`config.mk`:
```
export PLATFORM = sky130hd
export DESIGN_NAME = eq_menu_ctrl_flat
export DESIGN_NICKNAME = d
export VERILOG_FILES = /design/src/rtl/eq_menu_ctrl_if.sv /design/src/rtl/eq_menu_ctrl.sv /design/src/flat_wrapper.sv
export SDC_FILE = /design/constraint.sdc
export NUM_CORES = 1
export LEC_CHECK = 0
export BUFFER_PORTS_ARGS = -buffer_cell sky130_fd_sc_hd__buf_4
export CAP_MARGIN = 10
export CELL_PAD_IN_SITES_DETAIL_PLACEMENT = 0
export CELL_PAD_IN_SITES_GLOBAL_PLACEMENT = 1
export CORE_UTILIZATION = 43
export CTS_BUF_LIST = sky130_fd_sc_hd__clkbuf_16
export CTS_CLUSTER_SIZE = 20
export DETAILED_ROUTE_END_ITERATION = 7
export GPL_TIMING_DRIVEN = 0
export HOLD_SLACK_MARGIN = 0.1
export PLACE_DENSITY = 0.8
export RECOVER_POWER = 25
export SLEW_MARGIN = 20
export SYNTH_ARGS = -nofsm -noshare
export SYNTH_HDL_FRONTEND = slang
export SYNTH_SLANG_ARGS = --single-unit
```
`constraint.sdc`:
```
create_clock -name i_clk -period 5.8 [get_ports i_clk]
set_input_delay 1.16 -clock i_clk [delete_from_list [all_inputs] [get_ports i_clk]]
set_output_delay 1.16 -clock i_clk [all_outputs]
set_load 0.05 [all_outputs]
```
`src/rtl/eq_menu_ctrl_if.sv`:
```
// Gain-update handshake between the menu controller (master) and the DSP (slave).
interface eq_menu_ctrl_if #(
    parameter int BAND_W = 3,
    parameter int GAIN_W = 16
);
    logic              valid;
    logic [BAND_W-1:0] band;
    logic [GAIN_W-1:0] gain;
    logic              ready;

    modport master (output valid, band, gain, input ready);
    modport slave  (input valid, band, gain, output ready);
endinterface

```
`src/rtl/eq_menu_ctrl.sv`:
```
// Button-driven menu FSM for the N-band equaliser: init wait, band gains, offset, DSP reset.
// Optional preset slots (save/load with per-band update walk) under `EQ_PRESET_EN.
module eq_menu_ctrl #(
    parameter int N_BAND   = 8,
    parameter int GAIN_W   = 16,
    parameter int GAIN_MAX = 12,
    parameter int GAIN_MIN = -12,
    parameter int OFS_MAX  = 3,
    parameter int N_PRESET = 4
) (
    input  logic                           i_clk,
    input  logic                           i_rst,
    input  logic                           i_select,
    input  logic                           i_back,
    input  logic                           i_up,
    input  logic                           i_down,
    input  logic                           i_init_done,
    output logic                           o_init_start,
    output logic [2:0]                     o_state,
    output logic [2:0]                     o_menu,
    output logic [$clog2(N_BAND)-1:0]      o_band,
    output logic [GAIN_W-1:0]              o_gain,
    output logic [$clog2(OFS_MAX+1)-1:0]   o_offset,
    output logic                           o_dsp_reset,
    eq_menu_ctrl_if.master                 upd
);

    localparam int BW = $clog2(N_BAND);
    localparam int OW = $clog2(OFS_MAX + 1);
    localparam logic [BW-1:0] BAND_LAST = BW'(N_BAND - 1);
    localparam logic [OW-1:0] OFS_TOP   = OW'(OFS_MAX);
    localparam logic signed [GAIN_W-1:0] G_MAX = GAIN_W'(GAIN_MAX);
    localparam logic signed [GAIN_W-1:0] G_MIN = GAIN_W'(GAIN_MIN);

    typedef enum logic [2:0] {
        S_INIT       = 3'd0,
        S_IDLE       = 3'd1,
        S_MENU       = 3'd2,
        S_BAND_SEL   = 3'd3,
        S_SET_GAIN   = 3'd4,
        S_SET_OFFSET = 3'd5,
        S_RESET_DSP  = 3'd6,
        S_PRESET     = 3'd7
    } state_t;

    typedef enum logic [2:0] {
        M_EQ     = 3'd0,
        M_OFFSET = 3'd1,
        M_RESET  = 3'd2,
        M_LOAD   = 3'd3,
        M_SAVE   = 3'd4
    } menu_t;

`ifdef EQ_PRESET_EN
    localparam menu_t M_LAST = M_SAVE;
`else
    localparam menu_t M_LAST = M_RESET;
`endif

    state_t state, state_nx;
    menu_t  menu;
    logic [BW-1:0] band;
    logic [OW-1:0] offset;
    logic signed [GAIN_W-1:0] gain_mem [N_BAND];

    logic              upd_valid;
    logic [BW-1:0]     upd_band;
    logic [GAIN_W-1:0] upd_gain;

    logic btn_back, btn_sel, btn_up, btn_down;
    logic signed [GAIN_W-1:0] cur_gain, new_gain;
    logic gain_chg, dsp_clear;

`ifdef EQ_PRESET_EN
    localparam int SW = (N_PRESET > 1) ? $clog2(N_PRESET) : 1;
    localparam logic [SW-1:0] SLOT_LAST = SW'(N_PRESET - 1);

    logic signed [GAIN_W-1:0] slot_mem [N_PRESET][N_BAND];
    logic [SW-1:0] slot;
    logic [BW-1:0] walk;
    logic preset_save, load_busy;
    logic preset_idle, save_go, load_start, load_step, load_last;
`endif

    // Only the highest-priority pulse survives: back > select > up > down.
    always_comb begin
        btn_back  = i_back;
        btn_sel   = i_select & ~i_back;
        btn_up    = i_up & ~i_select & ~i_back;
        btn_down  = i_down & ~i_up & ~i_select & ~i_back;

        cur_gain  = gain_mem[band];
        new_gain  = btn_up ? cur_gain + 1'b1 : cur_gain - 1'b1;
        gain_chg  = (state == S_SET_GAIN) &&
                    ((btn_up && (cur_gain < G_MAX)) || (btn_down && (cur_gain > G_MIN)));
        dsp_clear = (state == S_MENU) && btn_sel && (menu == M_RESET);
`ifdef EQ_PRESET_EN
        preset_idle = (state == S_PRESET) && !load_busy;
        save_go     = preset_idle && btn_sel && preset_save;
        load_start  = preset_idle && btn_sel && !preset_save;
        load_step   = load_busy && upd_valid && upd.ready;
        load_last   = (walk == BAND_LAST);
`endif
    end

    always_ff @(posedge i_clk or posedge i_rst) begin
        if (i_rst) state <= S_INIT;
        else       state <= state_nx;
    end

    always_comb begin
        state_nx = state;
        case (state)
            S_INIT:       if (i_init_done) state_nx = S_IDLE;
            S_IDLE:       if (btn_sel) state_nx = S_MENU;
            S_MENU: begin
                if (btn_back) state_nx = S_IDLE;
                else if (btn_sel) begin
                    case (menu)
                        M_EQ:     state_nx = S_BAND_SEL;
                        M_OFFSET: state_nx = S_SET_OFFSET;
                        M_RESET:  state_nx = S_RESET_DSP;
`ifdef EQ_PRESET_EN
                        M_LOAD,
                        M_SAVE:   state_nx = S_PRESET;
`endif
                        default:  state_nx = S_MENU;
                    endcase
                end
            end
            S_BAND_SEL: begin
                if (btn_back)     state_nx = S_MENU;
                else if (btn_sel) state_nx = S_SET_GAIN;
            end
            S_SET_GAIN:   if (btn_back || btn_sel) state_nx = S_BAND_SEL;
            S_SET_OFFSET: if (btn_back || btn_sel) state_nx = S_MENU;
            S_RESET_DSP:  state_nx = S_MENU;
            S_PRESET: begin
`ifdef EQ_PRESET_EN
                if (load_busy) begin
                    if (load_step && load_last) state_nx = S_MENU;
                end else if (btn_back || save_go) begin
                    state_nx = S_MENU;
                end
`else
                state_nx = S_MENU;
`endif
            end
            default: state_nx = S_INIT;
        endcase
    end

    always_comb begin
        o_init_start = (state == S_INIT);
        o_dsp_reset  = (state == S_RESET_DSP);
        o_state      = state;
        o_menu       = menu;
        o_gain       = cur_gain;
        o_offset     = offset;
`ifdef EQ_PRESET_EN
        o_band       = (state == S_PRESET) ? BW'(slot) : band;
`else
        o_band       = band;
`endif
        upd.valid    = upd_valid;
        upd.band     = upd_band;
        upd.gain     = upd_gain;
    end

    // Menu and offset move down the list on "down"; band and slot count up on "up".
    always_ff @(posedge i_clk or posedge i_rst) begin
        if (i_rst) begin
            menu   <= M_EQ;
            band   <= '0;
            offset <= '0;
        end else begin
            case (state)
                S_IDLE: if (btn_sel) menu <= M_EQ;
                S_MENU: begin
                    if (btn_sel && (menu == M_EQ))          band <= '0;
                    else if (dsp_clear)                     offset <= '0;
                    else if (btn_down && (menu != M_LAST))  menu <= menu_t'(menu + 3'd1);
                    else if (btn_up && (menu != M_EQ))      menu <= menu_t'(menu - 3'd1);
                end
                S_BAND_SEL: begin
                    if (btn_up && (band != BAND_LAST))      band <= band + 1'b1;
                    else if (btn_down && (band != '0))      band <= band - 1'b1;
                end
                S_SET_OFFSET: begin
                    if (btn_down && (offset != OFS_TOP))    offset <= offset + 1'b1;
                    else if (btn_up && (offset != '0))      offset <= offset - 1'b1;
                end
                default: ;
            endcase
        end
    end

    always_ff @(posedge i_clk or posedge i_rst) begin
        if (i_rst) begin
            for (int unsigned b = 0; b < N_BAND; b++) gain_mem[b] <= '0;
        end else if (dsp_clear) begin
            for (int unsigned b = 0; b < N_BAND; b++) gain_mem[b] <= '0;
        end else if (gain_chg) begin
            gain_mem[band] <= new_gain;
`ifdef EQ_PRESET_EN
        end else if (load_start) begin
            for (int unsigned b = 0; b < N_BAND; b++) gain_mem[b] <= slot_mem[slot][b];
`endif
        end
    end

    // A new change in the same cycle as a transfer reloads the payload and keeps valid high.
    always_ff @(posedge i_clk or posedge i_rst) begin
        if (i_rst) begin
            upd_valid <= 1'b0;
            upd_band  <= '0;
            upd_gain  <= '0;
        end else if (dsp_clear) begin
            upd_valid <= 1'b0;
        end else if (gain_chg) begin
            upd_valid <= 1'b1;
            upd_band  <= band;
            upd_gain  <= new_gain;
`ifdef EQ_PRESET_EN
        end else if (load_start) begin
            upd_valid <= 1'b1;
            upd_band  <= '0;
            upd_gain  <= slot_mem[slot][0];
        end else if (load_step && !load_last) begin
            upd_valid <= 1'b1;
            upd_band  <= walk + 1'b1;
            upd_gain  <= gain_mem[walk + 1'b1];
`endif
        end else if (upd_valid && upd.ready) begin
            upd_valid <= 1'b0;
        end
    end

`ifdef EQ_PRESET_EN
    always_ff @(posedge i_clk or posedge i_rst) begin
        if (i_rst) begin
            slot        <= '0;
            walk        <= '0;
            preset_save <= 1'b0;
            load_busy   <= 1'b0;
            for (int unsigned p = 0; p < N_PRESET; p++)
                for (int unsigned b = 0; b < N_BAND; b++) slot_mem[p][b] <= '0;
        end else begin
            if ((state == S_MENU) && btn_sel && ((menu == M_LOAD) || (menu == M_SAVE)))
                preset_save <= (menu == M_SAVE);
            if (preset_idle) begin
                if (btn_up && (slot != SLOT_LAST))  slot <= slot + 1'b1;
                else if (btn_down && (slot != '0))  slot <= slot - 1'b1;
            end
            if (save_go)
                for (int unsigned b = 0; b < N_BAND; b++) slot_mem[slot][b] <= gain_mem[b];
            if (load_start) begin
                load_busy <= 1'b1;
                walk      <= '0;
            end else if (load_step) begin
                if (load_last) load_busy <= 1'b0;
                else           walk <= walk + 1'b1;
            end
        end
    end
`endif

endmodule

```
`src/flat_wrapper.sv`:
```
// flat-port wrapper written by rule: the top's interface ports become plain ports
module eq_menu_ctrl_flat 
#(
    parameter int N_BAND   = 8,
    parameter int GAIN_W   = 16,
    parameter int GAIN_MAX = 12,
    parameter int GAIN_MIN = -12,
    parameter int OFS_MAX  = 3,
    parameter int N_PRESET = 4
)
  (i_clk, i_rst, i_select, i_back, i_up, i_down, i_init_done, o_init_start, o_state, o_menu, o_band, o_gain, o_offset, o_dsp_reset, upd_valid, upd_band, upd_gain, upd_ready);
  eq_menu_ctrl_if #(.BAND_W(3), .GAIN_W(GAIN_W)) upd_i ();
  input  logic i_clk;
  input  logic i_rst;
  input  logic i_select;
  input  logic i_back;
  input  logic i_up;
  input  logic i_down;
  input  logic i_init_done;
  output logic o_init_start;
  output logic [2:0] o_state;
  output logic [2:0] o_menu;
  output logic [$clog2(N_BAND)-1:0] o_band;
  output logic [GAIN_W-1:0] o_gain;
  output logic [$clog2(OFS_MAX+1)-1:0] o_offset;
  output logic o_dsp_reset;
  output wire logic [$bits(upd_i.valid)-1:0] upd_valid;
  output wire logic [$bits(upd_i.band)-1:0] upd_band;
  output wire logic [$bits(upd_i.gain)-1:0] upd_gain;
  input wire logic [$bits(upd_i.ready)-1:0] upd_ready;
  assign upd_valid = upd_i.valid;
  assign upd_band = upd_i.band;
  assign upd_gain = upd_i.gain;
  assign upd_i.ready = upd_ready;
  eq_menu_ctrl #(.N_BAND(N_BAND), .GAIN_W(GAIN_W), .GAIN_MAX(GAIN_MAX), .GAIN_MIN(GAIN_MIN), .OFS_MAX(OFS_MAX), .N_PRESET(N_PRESET)) u_core (.i_clk(i_clk), .i_rst(i_rst), .i_select(i_select), .i_back(i_back), .i_up(i_up), .i_down(i_down), .i_init_done(i_init_done), .o_init_start(o_init_start), .o_state(o_state), .o_menu(o_menu), .o_band(o_band), .o_gain(o_gain), .o_offset(o_offset), .o_dsp_reset(o_dsp_reset), .upd(upd_i));
endmodule
```
# --- Yosys cells after proc, flatten, opt, wreduce, memory -nomap -nowiden ---
# Cells that the tools add are included.
classes:
  addsub: 8
  n_lt_le_gt_ge: 4
  eq_ne: 25
  n_mux: 37
  bitwise_logic: 11
  n_reduce_logical: 32
ops:
  columns: ["operator", "count"]
  rows:
  - ["$mux 128", 2]
  - ["$bwmux 128", 1]
  - ["$mux 16", 4]
  - ["$bmux 16 s3", 1]
  - ["$demux 16 s3", 1]
  - ["$mux 3", 16]
  - ["$pmux 3 s7", 1]
  - ["$add 16x1->16 const B", 1]
  - ["$gt 16x5->1 const B", 1]
  - ["$lt 16x5->1 const B", 1]
  - ["$sub 16x1->16 const B", 1]
  - ["$logic_and 1x1->1", 14]
  - ["$eq 3x3->1 const B", 4]
  - ["$ne 2x2->1 const B", 6]
  - ["$pmux 3 s2", 2]
  - ["$reduce_bool 2->1", 5]
  - ["$eq 3x2->1 const B", 3]
  - ["$ne 3x2->1 const B", 3]
  - ["$pmux 3 s3", 1]
  - ["$reduce_bool 3->1", 3]
  - ["$mux 2", 4]
  - ["$add 3x1->3 const B", 2]
  - ["$and 1x1->1", 6]
  - ["$eq 3x1->1 const B", 2]
  - ["other kinds (20)", 32]
word_totals:
  regBits: 159
  output_inout_bits: 49

# --- Longest topological paths before layout ---
logic_depth:
  depth_word: 10
  depth_mapped: 16

# --- Worst setup path before layout ---
# Ideal clock, no wire load.
synth_timing:
  path_type: "register -> register"
  from: "reg u_core.band[2] (netlist: u_core.o_band[2])"
  to: "reg u_core.gain_mem[110] (netlist bit)"
  setup_time_ns: 0.152
  arrival_ns: 4.352
  path_slack_ns: 1.295
  path_stages_with_launch: 14
  path_buffers: 2
  cell_sequence: "dfrtp_1 -> buf_2 -> buf_1 -> mux4_2 -> mux2i_1 -> inv_1 -> ha_1 -> o21a_1 -> o21ai_0 -> a211oi_1 -> o31ai_1 -> nor4bb_1 -> a211oi_1 -> o21ai_0"
synth_between:
  elab_chain_cells: 9
synth_lines:
  columns: ["item", "line", "rtl"]
  rows:
  - ["from (decl)", "eq_menu_ctrl.sv:62", "logic [BW-1:0] band;"]
  - ["from (signal assigned)", "eq_menu_ctrl.sv:186", "if (btn_up && (band != BAND_LAST)) band <= band + 1'b1;"]
  - ["from (signal assigned)", "eq_menu_ctrl.sv:187", "else if (btn_down && (band != '0)) band <= band - 1'b1;"]
  - ["$not 3->4 (implied by the code) *", "eq_menu_ctrl.sv:92", "cur_gain = gain_mem[band];"]
  - ["$bmux 16 s3 *", "eq_menu_ctrl.sv:92", null]
  - ["$mux 16 (implied by the code) * (2 in series)", "eq_menu_ctrl.sv:92", null]
  - ["net o_gain[3]", "flat_wrapper.sv:24", "output logic [GAIN_W-1:0] o_gain;"]
  - ["$sub 16x1->16, or another cell as far along", "eq_menu_ctrl.sv:93", "new_gain = btn_up ? cur_gain + 1'b1 : cur_gain - 1'b1;"]
  - ["$mux 16 or $logic_and 1x1->1 (tied branches)", "eq_menu_ctrl.sv:93, eq_menu_ctrl.sv:95", null]
  - ["$bwmux 128 or $logic_or 1x1->1 (tied branches)", "eq_menu_ctrl.sv:204, eq_menu_ctrl.sv:95", null]
  - ["$mux 128 or $logic_and 1x1->1 (tied branches)", "eq_menu_ctrl.sv:203, eq_menu_ctrl.sv:94", null]
  - ["$mux 128 or $reduce_bool 2->1 (tied branches)", null, null]
  - ["to (signal, indexed assignment)", "eq_menu_ctrl.sv:204", "gain_mem[band] <= new_gain;"]
  - ["to (decl)", "eq_menu_ctrl.sv:64", "logic signed [GAIN_W-1:0] gain_mem [N_BAND];"]
# The timed path passes the listed nets; every way through them passes the cells marked *. The select of a mux whose other input is x is not followed.
# A chain may end at the register's enable or synchronous reset.

# --- Worst setup path after layout ---
layout_timing:
  from: "reg u_core.band[2] (netlist: u_core.o_band[2])"
  to: "reg u_core.gain_mem[29] (netlist bit)"
layout_between:
  elab_chain_cells: 9
layout_lines:
  columns: ["item", "line"]
  rows:
  - ["$not 3->4 (implied by the code) *", "eq_menu_ctrl.sv:92, eq_menu_ctrl.sv:204"]
  - ["$bmux 16 s3", "eq_menu_ctrl.sv:92"]
  - ["$mux 16 (implied by the code) (2 in series)", "eq_menu_ctrl.sv:92"]
  - ["$sub 16x1->16, or another cell as far along", "eq_menu_ctrl.sv:93"]
  - ["$mux 16 or $logic_and 1x1->1 (tied branches)", "eq_menu_ctrl.sv:93, eq_menu_ctrl.sv:95"]
  - ["$bwmux 128 or $logic_or 1x1->1 (tied branches)", "eq_menu_ctrl.sv:204, eq_menu_ctrl.sv:95"]
  - ["$mux 128 or $logic_and 1x1->1 (tied branches)", "eq_menu_ctrl.sv:203, eq_menu_ctrl.sv:94"]
  - ["$mux 128 or $reduce_bool 2->1 (tied branches)", null]
# Mark *: on every way between the ends. The rest lies on a longest branch, timed or not. The select of a mux whose other input is x is not followed.

==> run_results.csv <==
group,metric,value,unit
pwr,p_clk_share,23.5,%
yosys,yosys-top-cells-count,"dfrtp_1, nand3_1, o21ai_1",
yosys,ys_seq_area_share,47.5,%
yosys,syn_inst,859,
sta,slew_headroom,-134,%
worst_hold_path,hold_class,"reg2reg",
cells_and_area,drive_above_1_share,17.0,%
drt,routedWlPerCell,21.1,um
drt,drt_iter0_markers,570,
cells_and_area,fin_util,51.5,%
flow_run,cap_viol_max_count,1,
drt,totalWireLength,25500,um
sta,period_needed,5.36,ns
clocking,cts_buffers,17,
clocking,clkLatencyLatePin,0.43,ns
critical_path,path_max_fanout,10,
place,dp.cells,1174,
sta,tns,0,ns
pwr,irDropWorstVdd,239,uV
floorplanning,pin_count,57,
sta,skew,0.0119,ns
floorplanning,dieWidth,142,um
yosys,ys_top_cells_by_area,"dfrtp_1, nand3_1, o21ai_1, o21ai_0, mux4_2",
place,numPortBuffers,54,
critical_path,worstPathRequired,6.06,ns
pwr,powerDensity,482,nW/um^2
clocking,cts_setup_buffers,0,
grt,grt_pass1_wl,40200,um
yosys,synth-seq-cells,159,
pwr,p_leak,4.36,nW
sta,hold_viol,0,
sta,slew_viol_final,91,
yosys,synth.avg_cell_area,9.76,um^2
yosys,syn-num-nets,888,
sta,post-route-period-util,92.4,%
yosys,synthFlopType,"dfrtp_1",
yosys,yosysMostFrequentCell,"dfrtp_1",
sta,rsz0062_at_grt,"no",
critical_path,worstSetupStartpointType,"flop",
yosys,yosysUniqueCellTypes,63,
critical_path,crit_chain,"buf_2, buf_1, mux4_2, mux2i_1, inv_1, ha_1, nand2_1, o21bai_1, a21oi_1, a21oi_1, o31ai_1, a31oi_1, xnor2_1, o21ai_0",
sta,timing.final.ws_setup,0.440,ns
drt,drtAntennaViolNets,0,
grt,grt_overflow,0,
clocking,path_clk_slew,0.07,ns
clocking,holdBufCountCts,0,
grt,grt_max_degree,92,
yosys,synthArstFlopShare,100,%
clocking,cts_tree,"built",
clocking,cts_root_buffer,"clkbuf_16",
cells_and_area,fin_cells,1206,
clocking,h-tree-depth,4,
yosys,yosysTopAreaCell,"dfrtp_1",
place,gp_congestion,0.862,
sta,whs,0.476,ns
critical_path,worstSetupPathType,"reg2reg",
cells_and_area,area.growth.synth_to_final,16.0,%
floorplanning,core_area,18900,um^2
pwr,p_sw,2.18,mW
drt,vias,7185,
floorplanning,rows,50,
pwr,switching_share,46.5,%
yosys,synth_top_cell_area_share,47.5,%
pwr,power,4.69,mW
critical_path,critical-path-top-delay-family,"compound AO/OA/AOI/OAI gates",
cells_and_area,finish.instance_area,9730,um^2
floorplanning,die_y,142,um
grt,gr-usage-all-layers,26.8,%
drt,drtPass1Iterations,5,
pwr,combPwrFrac,47.8,%
floorplanning,initial_core_util,44.4,%
status,violations,"capacitance limit, slew limit",
critical_path,cpMaxStageDelayCell,"xnor2_1",
status,status,"finished, violations left",
critical_path,max_stage_delay,0.87,ns
clocking,cts_sinks,159,
clocking,clock_path_buffers,2,
critical_path,worst-path-buf-inv,3,
critical_path,cp.arrival,5.62,ns
yosys,synth_enable_flop_cells,0,
critical_path,end_kind,"flop",
grt,antenna_found_initial,0,
sta,max_clock_freq,187,MHz
critical_path,cp_common_cell,"a21oi_1",
cells_and_area,final.fill_count,1802,
sta,setup_viol,0,
cells_and_area,area.sequential,3980,um^2
clocking,postCtsResizedCells,0,
place,place_hpwl,18800,um
grt,first_global_vias,6894,
pwr,p_int,2.51,mW
floorplanning,die_area,20100,um^2
cells_and_area,final_nets,962,
pwr,p_seq_share,28.7,%
yosys,ys_warn_count,0,
place,dpl_worst_slack,0.179,ns
cells_and_area,diodes,0,
yosys,syn-cell-area,8380,um^2
sta,worstMarginPinSlew,3.51,ns
drt,viasPerCell,5.96,
cells_and_area,multi_input_area,4010,um^2
place,placed_area,9160,um^2
drt,drc,0,
-- state kept, by name, indices dropped and copies added (netlist names) --
signal	flops
u_core.gain_mem	128
u_core.upd.gain	16
u_core.upd.valid	1
u_core.o_band	3
u_core.upd.band	3
u_core.o_menu	3
u_core.o_offset	2
u_core.o_state	3
-- cells by family (layout without fill, tap and decap cells) --
group	Yosys count	in the layout	share of synthesized area (%)
flip-flops	159	159	47.5
XOR/XNOR	13	13	1.36
AO/OA/AOI/OAI	261	261	19.2
multiplexers	38	38	7.06
AND/OR/NAND/NOR	276	276	16.7
buffers and inverters	91	178	4.91
adder cells (fa/ha/maj)	21	21	3.31
-- power groups by stage --
stage	logic [mW]	clock network [mW]	registers (mW)
2_1_floorplan	1.25	0	1.62
3_3_place_gp	2.21	0	1.36
3_5_place_dp	2.23	0	1.36
4_1_cts	2.24	1.12	1.34
5_1_grt	2.40	1.15	1.36
6_report	2.24	1.10	1.34
-- final cells by class --
type                       instances  area share [%]
clock inverter                    15            1.51
clock buffer                      17            4.37
sequential                       159            40.9
buffer                            67            3.31
inverter                          24           0.926
tap                              260            3.34
multi-input combinational        609            41.2
timing repair buffer              55            4.45
-- final timing paths --
kind	from	endpoint	slack, ns	cells past startpoint
min in group asynchronous	i_rst	u_core.upd.valid	2.04	2
max in group asynchronous	i_rst	u_core.gain_mem[88]	1.78	2
setup reg to reg	u_core.o_band[2]	u_core.gain_mem[29]	0.44	14
setup / recovery	u_core.o_band[2]	u_core.gain_mem[29]	0.44	14
hold reg to reg	u_core.upd.band[1]	u_core.upd.band[1]	0.48	2
hold / removal	u_core.upd.band[1]	u_core.upd.band[1]	0.48	2
-- worst register-to-register path: stages, from the launching register on --
cell and delay [ns]:
dfrtp_1 0.45, buf_2 0.27, buf_1 0.60, mux4_2 0.59, mux2i_1 0.48, inv_1 0.27, ha_1 0.42, nand2_1 0.08
o21bai_1 0.07, a21oi_1 0.19, a21oi_1 0.15, o31ai_1 0.36, a31oi_1 0.18, xnor2_1 0.87, o21ai_0 0.22
-- cells in the final DEF (no fill, tap or decap), types with 13 or more instances in the layout --
cell type  instances
mux4_2            16
buf_4             58
inv_1             23
clkbuf_16         17
clkbuf_1          24
nand2_1           45
o21ai_0           78
nor2_1            28
o21ai_1           92
buf_2             26
mux2i_1           13
ha_1              19
a21oi_1           24
nand3_1          137
dfrtp_1          159
-- metal layers --
metal | GRT usage (%) | up-vias | wire length, um
met3 | 4.18 | 44 | 1390
met4 | 9.68 | 0 | 671
met2 | 43.6 | 252 | 12200
li1 | - | 3315 | -
met5 | 0 | - | 0
met1 | 36.5 | 3574 | 11200
Power figures use the tool's default switching activity.
